===== config.mk =====
export PLATFORM = sky130hd
export DESIGN_NAME = c7b_store_buf
export DESIGN_NICKNAME = d
export VERILOG_FILES = /design/src/rtl/c7b_store_buf.sv
export SDC_FILE = /design/constraint.sdc
export NUM_CORES = 1
export LEC_CHECK = 0
export CAP_MARGIN = 40
export CORE_UTILIZATION = 55
export CTS_CLUSTER_DIAMETER = 150
export DETAILED_ROUTE_END_ITERATION = 12
export PLACE_DENSITY = 0.81
export SLEW_MARGIN = 40
export SYNTH_ARGS = -nofsm -noshare
export SYNTH_HDL_FRONTEND = slang
export SYNTH_SLANG_ARGS = --single-unit

===== constraint.sdc =====
create_clock -name clk -period 4.33 [get_ports clk]
set_input_delay 0.866 -clock clk [delete_from_list [all_inputs] [get_ports clk]]
set_output_delay 0.866 -clock clk [all_outputs]
set_load 0.05 [all_outputs]

===== src/rtl/c7b_store_buf.sv =====
// -----------------------------------------------------------------------------
// c7b_store_buf
//   Posted-write store buffer between the LSU write port and the BIU write
//   request port. Single-beat word stores are accepted in one cycle, queued in
//   a DEPTH-entry FIFO and drained one at a time to the BIU. Each drain uses a
//   request/ack handshake and then waits for the write-done response. A load
//   address can be checked against every queued or in-flight store.
//
// Parameters
//   DEPTH : FIFO entries (power of two, 2..16)
//   AW    : address width
//
// Ports
//   clk, reset              clock, synchronous active-high reset
//   lsu_sb_wr_req/addr/data/strb, sb_lsu_wr_ack
//                           LSU store port; the store is accepted while ack=1
//   lsu_sb_rd_check/addr, sb_lsu_rd_hazard
//                           load hazard check against valid entries (word match)
//   sb_biu_wr_req/addr/data/strb, biu_sb_wr_ack, biu_sb_write_done
//                           BIU write request presenting the head entry
//   sb_empty, sb_full, sb_count
//                           occupancy, derived from the registered count
//
// Build option
//   SB_MERGE_EN : when defined, a store to the same word as the youngest entry
//                 is merged into it (unless that entry is the head and is
//                 being issued to the BIU). Undefined: every store allocates.
// -----------------------------------------------------------------------------
module c7b_store_buf #(
  parameter int DEPTH = 4,
  parameter int AW    = 32
) (
  input  logic                    clk,
  input  logic                    reset,
  // LSU store port
  input  logic                    lsu_sb_wr_req,
  input  logic [AW-1:0]           lsu_sb_wr_addr,
  input  logic [31:0]             lsu_sb_wr_data,
  input  logic [3:0]              lsu_sb_wr_strb,
  output logic                    sb_lsu_wr_ack,
  // LSU load hazard check
  input  logic                    lsu_sb_rd_check,
  input  logic [AW-1:0]           lsu_sb_rd_addr,
  output logic                    sb_lsu_rd_hazard,
  // BIU write port
  output logic                    sb_biu_wr_req,
  output logic [AW-1:0]           sb_biu_wr_addr,
  output logic [31:0]             sb_biu_wr_data,
  output logic [3:0]              sb_biu_wr_strb,
  input  logic                    biu_sb_wr_ack,
  input  logic                    biu_sb_write_done,
  // Status
  output logic                    sb_empty,
  output logic                    sb_full,
  output logic [$clog2(DEPTH):0]  sb_count
);

  localparam int PTR_W = $clog2(DEPTH);
  localparam int CNT_W = PTR_W + 1;
  localparam int WA_W  = AW - 2;

  typedef enum logic [1:0] {
    S_IDLE = 2'd0,
    S_REQ  = 2'd1,
    S_WAIT = 2'd2
  } state_t;

  state_t state, state_nxt;

  // Control state (reset)
  logic [PTR_W-1:0] head;
  logic [PTR_W-1:0] tail;
  logic [CNT_W-1:0] count;

  // Entry storage (not reset; validity comes from head/count)
  logic [WA_W-1:0]  ent_waddr [DEPTH];
  logic [31:0]      ent_data  [DEPTH];
  logic [3:0]       ent_strb  [DEPTH];

  logic [DEPTH-1:0] ent_vld;
  logic             full;
  logic             empty;
  logic             push;
  logic             alloc;
  logic             pop;
  logic             merge_hit;
  logic             hazard_any;

  // Byte offsets are irrelevant: entries and hazard checks work on word addresses.
  logic             unused_low_bits;
  assign unused_low_bits = ^{lsu_sb_wr_addr[1:0], lsu_sb_rd_addr[1:0]};

  assign full  = (count == CNT_W'(DEPTH));
  assign empty = (count == '0);

`ifdef SB_MERGE_EN
  logic [PTR_W-1:0] last;

  // Byte-lane merge of new store data over an existing entry.
  function automatic logic [31:0] merge_bytes(input logic [31:0] old_d,
                                              input logic [31:0] new_d,
                                              input logic [3:0]  strb);
    logic [31:0] res;
    res = old_d;
    for (int b = 0; b < 4; b++) begin
      if (strb[b]) res[8*b +: 8] = new_d[8*b +: 8];
    end
    return res;
  endfunction

  assign last = tail - PTR_W'(1);

  // The youngest entry may absorb the store unless it is the head currently
  // owned by the BIU handshake (its contents must stay stable until done).
  assign merge_hit = !empty &&
                     (ent_waddr[last] == lsu_sb_wr_addr[AW-1:2]) &&
                     !((last == head) && (state != S_IDLE));
`else
  assign merge_hit = 1'b0;
`endif

  // A merge needs no free slot, so it is accepted even when full.
  assign sb_lsu_wr_ack = lsu_sb_wr_req & (~full | merge_hit);
  assign push          = sb_lsu_wr_ack;
  assign alloc         = push & ~merge_hit;

  // The head leaves only when its write-done is seen during the handshake.
  assign pop = ((state == S_REQ)  && biu_sb_wr_ack && biu_sb_write_done) ||
               ((state == S_WAIT) && biu_sb_write_done);

  // Entry i is valid when its distance from head is below count.
  always_comb begin
    logic [PTR_W-1:0] off;
    ent_vld = '0;
    off     = '0;
    for (int i = 0; i < DEPTH; i++) begin
      off        = PTR_W'(i) - head;
      ent_vld[i] = ({1'b0, off} < count);
    end
  end

  always_comb begin
    hazard_any = 1'b0;
    for (int i = 0; i < DEPTH; i++) begin
      if (ent_vld[i] && (ent_waddr[i] == lsu_sb_rd_addr[AW-1:2])) hazard_any = 1'b1;
    end
  end

  assign sb_lsu_rd_hazard = lsu_sb_rd_check & hazard_any;

  // Drain FSM: next state
  always_comb begin
    state_nxt = state;
    case (state)
      S_IDLE: if (!empty) state_nxt = S_REQ;
      S_REQ: begin
        if (biu_sb_wr_ack) begin
          if (biu_sb_write_done) state_nxt = S_IDLE;
          else                   state_nxt = S_WAIT;
        end
      end
      S_WAIT: if (biu_sb_write_done) state_nxt = S_IDLE;
      default: state_nxt = S_IDLE;
    endcase
  end

  // Control registers
  always_ff @(posedge clk) begin
    if (reset) begin
      state <= S_IDLE;
      head  <= '0;
      tail  <= '0;
      count <= '0;
    end else begin
      state <= state_nxt;
      if (pop)   head <= head + PTR_W'(1);
      if (alloc) tail <= tail + PTR_W'(1);
      case ({alloc, pop})
        2'b10:   count <= count + CNT_W'(1);
        2'b01:   count <= count - CNT_W'(1);
        default: count <= count;
      endcase
    end
  end

  // Entry storage
  always_ff @(posedge clk) begin
    if (alloc) begin
      ent_waddr[tail] <= lsu_sb_wr_addr[AW-1:2];
      ent_data[tail]  <= lsu_sb_wr_data;
      ent_strb[tail]  <= lsu_sb_wr_strb;
    end
`ifdef SB_MERGE_EN
    else if (push) begin
      ent_data[last] <= merge_bytes(ent_data[last], lsu_sb_wr_data, lsu_sb_wr_strb);
      ent_strb[last] <= ent_strb[last] | lsu_sb_wr_strb;
    end
`endif
  end

  // BIU outputs: head fields are masked to zero while empty so nothing stale
  // (or uninitialised after reset) is ever presented.
  assign sb_biu_wr_req  = (state == S_REQ);
  assign sb_biu_wr_addr = empty ? '0 : {ent_waddr[head], 2'b00};
  assign sb_biu_wr_data = empty ? '0 : ent_data[head];
  assign sb_biu_wr_strb = empty ? '0 : ent_strb[head];

  assign sb_empty = empty;
  assign sb_full  = full;
  assign sb_count = count;

endmodule


; After elaboration in Yosys (flattened, before gate mapping)
; Memory sizes are Yosys's and may differ from the RTL's. A register that Yosys moved wholly into a read port is not among the register bits.
; Cells that the tools add are included.
[totals]
word_cells = 67
output_inout_bits = 76
mem_bits_rw = 264
inputBits = 106
n_memories = 3
ff_bits = 9
[classes]
magnitude_cmp = 4
bitwise_logic = 3
n_addsub = 8
n_reduce_logical = 12
n_mux = 21
eq_ne = 12
[mem_list]
columns = name, depth, width, read_ports, rd_clocked_by_memory_dff, wr, line
row1 = ent_data, 4, 32, 1, 1, 1, 77  ; logic [31:0] ent_data [DEPTH];
row2 = ent_waddr, 4, 30, 5, 1, 1, 76  ; logic [WA_W-1:0] ent_waddr [DEPTH];
row3 = ent_strb, 4, 4, 1, 1, 1, 78  ; logic [3:0] ent_strb [DEPTH];
[op_table]
columns = op, n
row1 = 30-bit equality test, 4
row2 = 32-bit two-way mux, 2
row3 = 2-bit two-way mux, 10
row4 = 2-bit by 3-bit less-than comparator with 1-bit output, 4
row5 = 1-bit logical AND, 7
row6 = 1-bit two-way mux, 6
row7 = 2-bit one-hot mux with 3 select lines, 1
row8 = 3-bit one-hot mux with 2 select lines, 1
row9 = 2-bit by 1-bit adder with 2-bit output (second input constant), 2
row10 = 2-bit by 1-bit equality test with 1-bit output (second input constant), 2
row11 = 2-bit equality test (second input constant), 2
row12 = 4-bit two-way mux, 1
row13 = 2-bit != test (second input constant), 2
row14 = 1-bit by 2-bit subtractor with 2-bit output (first input constant), 2
row15 = 2-bit subtractor (first input constant), 2
row16 = 3-bit by 1-bit adder with 3-bit output (second input constant), 1
row17 = 3-bit equality test (second input constant), 1
row18 = 3-bit logical NOT, 1
row19 = 3-bit AND reduction, 1
row20 = 3-bit by 1-bit subtractor with 3-bit output (second input constant), 1
row21 = 1-bit AND, 2
row22 = 2-bit logical NOT, 1
row23 = 2-bit by 1-bit != test with 1-bit output (second input constant), 1
row24 = 2-bit nonzero test, 1
row25 = 2 further kinds, 2

; Depth between registers and ports, before layout
[depth]
word_depth = 8
ltp_mapped = 11

; Worst setup path before layout
; No wires, ideal clock.
[synth_path]
path_kind = register to register
start = register count[2], in the netlist sb_count[2]
end = memory ent_data[0][0], enable pin
synth_period_minus_slack_ns = 3.790
setup_time_ns = 0.555
path_slack_ns = 0.540
arrival_ns = 3.235
required_ns = 3.775
stages_incl_launch_ff = 6
path_buffers = 1
cell_sequence = dfxtp_1 -> inv_2 -> nor3_1 -> nor2b_1 -> buf_2 -> and2_1
[synth_between]
elab_chain_len = 5
[synth_lines]
columns = item, line
row1 = "start, declared", 73  ; logic [CNT_W-1:0] count;
row2 = "start signal, assigned", 179  ; 2'b10: count <= count + CNT_W'(1);
row3 = "start signal, assigned", 180  ; 2'b01: count <= count - CNT_W'(1);
row4 = "start signal, assigned", 181  ; default: count <= count;
row5 = 3-bit equality test, 93  ; assign full = (count == CNT_W'(DEPTH));
row6 = via sb_full, 54  ; output logic sb_full,
row7 = 1-bit inverter, 123  ; assign sb_lsu_wr_ack = lsu_sb_wr_req & (~full | merge_hit);
row8 = 1-bit AND, 123
row9 = via sb_lsu_wr_ack, 40  ; output logic sb_lsu_wr_ack,
row10 = 1-bit two-way mux, 188  ; if (alloc) begin
row11 = 1-bit two-way mux (implied by the code), 190  ; ent_data[tail] <= lsu_sb_wr_data;
row12 = "end, declared", 77
; The timed path passes the listed nets, and every way through them passes these cells.

; Worst setup path after layout
[layout_path]
start = input lsu_sb_rd_addr[25]
end = output sb_lsu_rd_hazard
[layout_between]
elab_chain_len = 7
word_cells_on_any_way = 13
[layout_lines]
columns = item, line
row1 = "start, declared", 43  ; input logic [AW-1:0] lsu_sb_rd_addr,
row2 = 30-bit equality test, 145  ; if (ent_vld[i] && (ent_waddr[i] == lsu_sb_rd_addr[AW-1:2])) hazard_any = 1'b1;
row3 = 1-bit logical AND, 145
row4 = 1-bit two-way mux (3 in series), 145
row5 = 1-bit two-way mux (*), 145
row6 = 1-bit AND (*), 149  ; assign sb_lsu_rd_hazard = lsu_sb_rd_check & hazard_any;
row7 = "end, declared", 44  ; output logic sb_lsu_rd_hazard,
; Every way passes the cells marked *; elsewhere a longest branch is shown, timed or not.

==> metrics.txt <==
Ys Warns=0; worst r2r src=sb_count[2]$_SDFFE_PP0P_; end of the worst register-to-register path=sb_count[2]$_SDFFE_PP0P_; GPL Wtd Cong=0.880; vias in the first global route=6,879; later-pin clock latency in the skew report=about 0.53 ns; Cell Pwr Density=486 nW/um^2; CTS Hold Buffers Added=0; final hold violation count=0; Post CTS Setup Buffer Count=0; final wirelength=26.6 mm; Die Area=22,300 sq um; Peak VDD IR=0.450 mV; row count=53; first-pass GRT wire length=40.1 mm; grt met1 use=32.7%; CTS tree=yes; largest net degree at the start of global routing=68; Min-Delay Endpoint=state[0]$_SDFFE_PP0P_; final setup TNS=0 ns; fin area=~15,000 sq um; Yosys cell types=36; Worst R2R Setup Slack=1.76 ns; Worst-path clk slew=roughly 0.060 ns; initial antenna violation count=2; CTS max path bufs=3; synthesized instance count=658; Cells after DPL=1,099; Critical Path RT=~3.5 ns; max-capacitance violation count=0; Worst Setup Start Kind=primary input; Post-Place Worst Slack=0.337 ns; CP Data Arrival Time=3.11 ns; Layout area overhead=26.1%; RSZ-0062 raised after global routing=no; TritonCTS Buffers=28; Vias/cell=5.72; worst hold path class=flip-flop to flip-flop; CTS HTree Levels=1; Synth Cell Area=12,000 sq um; # IOs=182; Initial Util=between 50% and 60%; Tmin final=3.98 ns; Routed Antenna Nets=0; Num Clock Sinks=275; crit-path max FO=4; Post-synth EDFFs=264; final number of max-transition violations=0; # diodes=0; leading cell type in the layout, fill and taps excluded=edfxtp_1; final period utilization=91.9%; post_cts resized=0; ys async rst share=0%; clock skew=0.00721 ns; First-pass DRT Iterations=4; Wirelength per Cell=about 23 microns; Reg2Reg Depth=11; via count=6,578; outcome=completed; worst hold slack=0.497 ns; ratio of cells with drive above 1 in the final layout=15.0%; overall global routing resource usage=24.6%; Initial DRC Count=415; commonest cells after routing, fill and taps aside=264 x edfxtp_1, 174 x clkdlybuf4s50_1, 113 x xor2_1; Hold Startpoint=state[1]$_SDFFE_PP0P_; Placed Area=14,200 sq um; Final setup violation count=0; met2 global-route usage=40.9%; Hold Crit Depth=1; Setup WS post-layout=approximately 0.35 ns; number of synthesized register bits=approximately 280; Final Util=71.2%; CP endpoint kind=primary output; fmax=251 MHz; Die W=149 microns; routing usage on met3=5.46%; Static Leak=4.93 nW; input/output buffers=roughly 180; gr ovfl total=0; Least-Margin Pin Slew=0.630 ns; Seq/Total Area, Yosys=between 60% and 70%; DRC=0; nets=970; Root Buffer Master=clkbuf_16; final std cells w/o fill=1,151; Post-synth top flop=edfxtp_1; Tot Pwr=roughly 7.3 mW; Slew Limit Headroom=~58%; syn_area_per_cell=18.2 sq um; die height=149 microns; GRT Max-Usage Layer=met2; hpwl dp=18.3 mm; Crit Path Category=primary input to primary output; Core Area=21,200 sq um
==> metal layers <==
metal / vias up / part of all wire (%)
met5: - / 0.045
met4: 2 / 2.2
met3: 46 / 7.9
met2: 262 / 51
met1: 3327 / 39
li1: 2941 / -
==> cells by family (layout without fill, tap and decap cells) <==
kind of cell / after synthesis / count (layout) / synth area share, %
flops: 275 / 275 / 68.2
simple gates: 128 / 128 / 6.62
xor+xnor: 126 / 126 / 9.30
mux: 67 / 67 / 12.5
buf+inv: 35 / 252 / 1.37
compound gates: 16 / 16 / 0.890
fa+ha+maj: 10 / 10 / 1.11
other cells: 1 / 2 / 0.0314
==> synth_stat cells (4+ instances only) <==
master	number	share of area [%]
mux4_2	66	12
and2b_1	9	0.57
ha_1	9	0.94
nand4_1	8	0.42
buf_2	8	0.33
nor3_1	5	0.21
a2111oi_0	5	0.37
nand3_1	4	0.17
buf_4	6	0.38
nor4_1	24	1.3
dfxtp_1	11	1.8
xor2_1	113	8.3
nor2b_1	59	3.1
nor2_1	8	0.25
clkbuf_1	11	0.35
edfxtp_1	264	66
a21oi_1	7	0.29
and2_1	4	0.21
inv_1	9	0.28
xnor2_1	12	0.88
==> final cells by class <==
class | count | area [sq um]
multi-input cells | 349 | 3660
inverters | 10 | 37.5
fillers | 1342 | 6090
repair buffers | 190 | 2010
flip-flops and latches | 275 | 8150
well taps | 275 | 344
clock buffers | 44 | 822
clock inverters | 8 | 37.5
==> worst max-delay path, cell delays in order <==
cell             delay, ns
clkdlybuf4s50_1       0.52
xor2_1                0.19
nor4_1                0.49
nand4_1               0.22
a2111oi_0             0.39
or4_1                 0.28
buf_12                0.16
==> sequential cells by signal, summed over array words and instances (netlist names), named ones only <==
| register | cells |
|---|---|
| ent_data | 128 |
| ent_waddr | 120 |
| ent_strb | 16 |
| sb_count | 3 |
| head | 2 |
| state | 2 |
| tail | 2 |
==> power by group <==
part           switching, mW  internal, mW
logic                   1.20         0.715
clock network          0.933          1.30
registers             0.0886          3.10
total                   2.22          5.11
==> how the worst max path moves through the flow <==
stage | start | end | slack [ns] | cells past startpoint
2_1_floorplan | sb_count[2]$_SDFFE_PP0P_ | ent_data[0][0]$_DFFE_PP_ | 0.54 | 5
3_3_place_gp | lsu_sb_rd_addr[25] | sb_lsu_rd_hazard | 0.43 | 7
3_5_place_dp | lsu_sb_rd_addr[25] | sb_lsu_rd_hazard | 0.34 | 7
4_1_cts | lsu_sb_rd_addr[25] | sb_lsu_rd_hazard | 0.33 | 7
5_1_grt | flip-flop | sb_biu_wr_data[12] | 0.26 | 4
6_report | lsu_sb_rd_addr[25] | sb_lsu_rd_hazard | 0.35 | 7
Note: power is estimated with default switching activity, not from simulation.
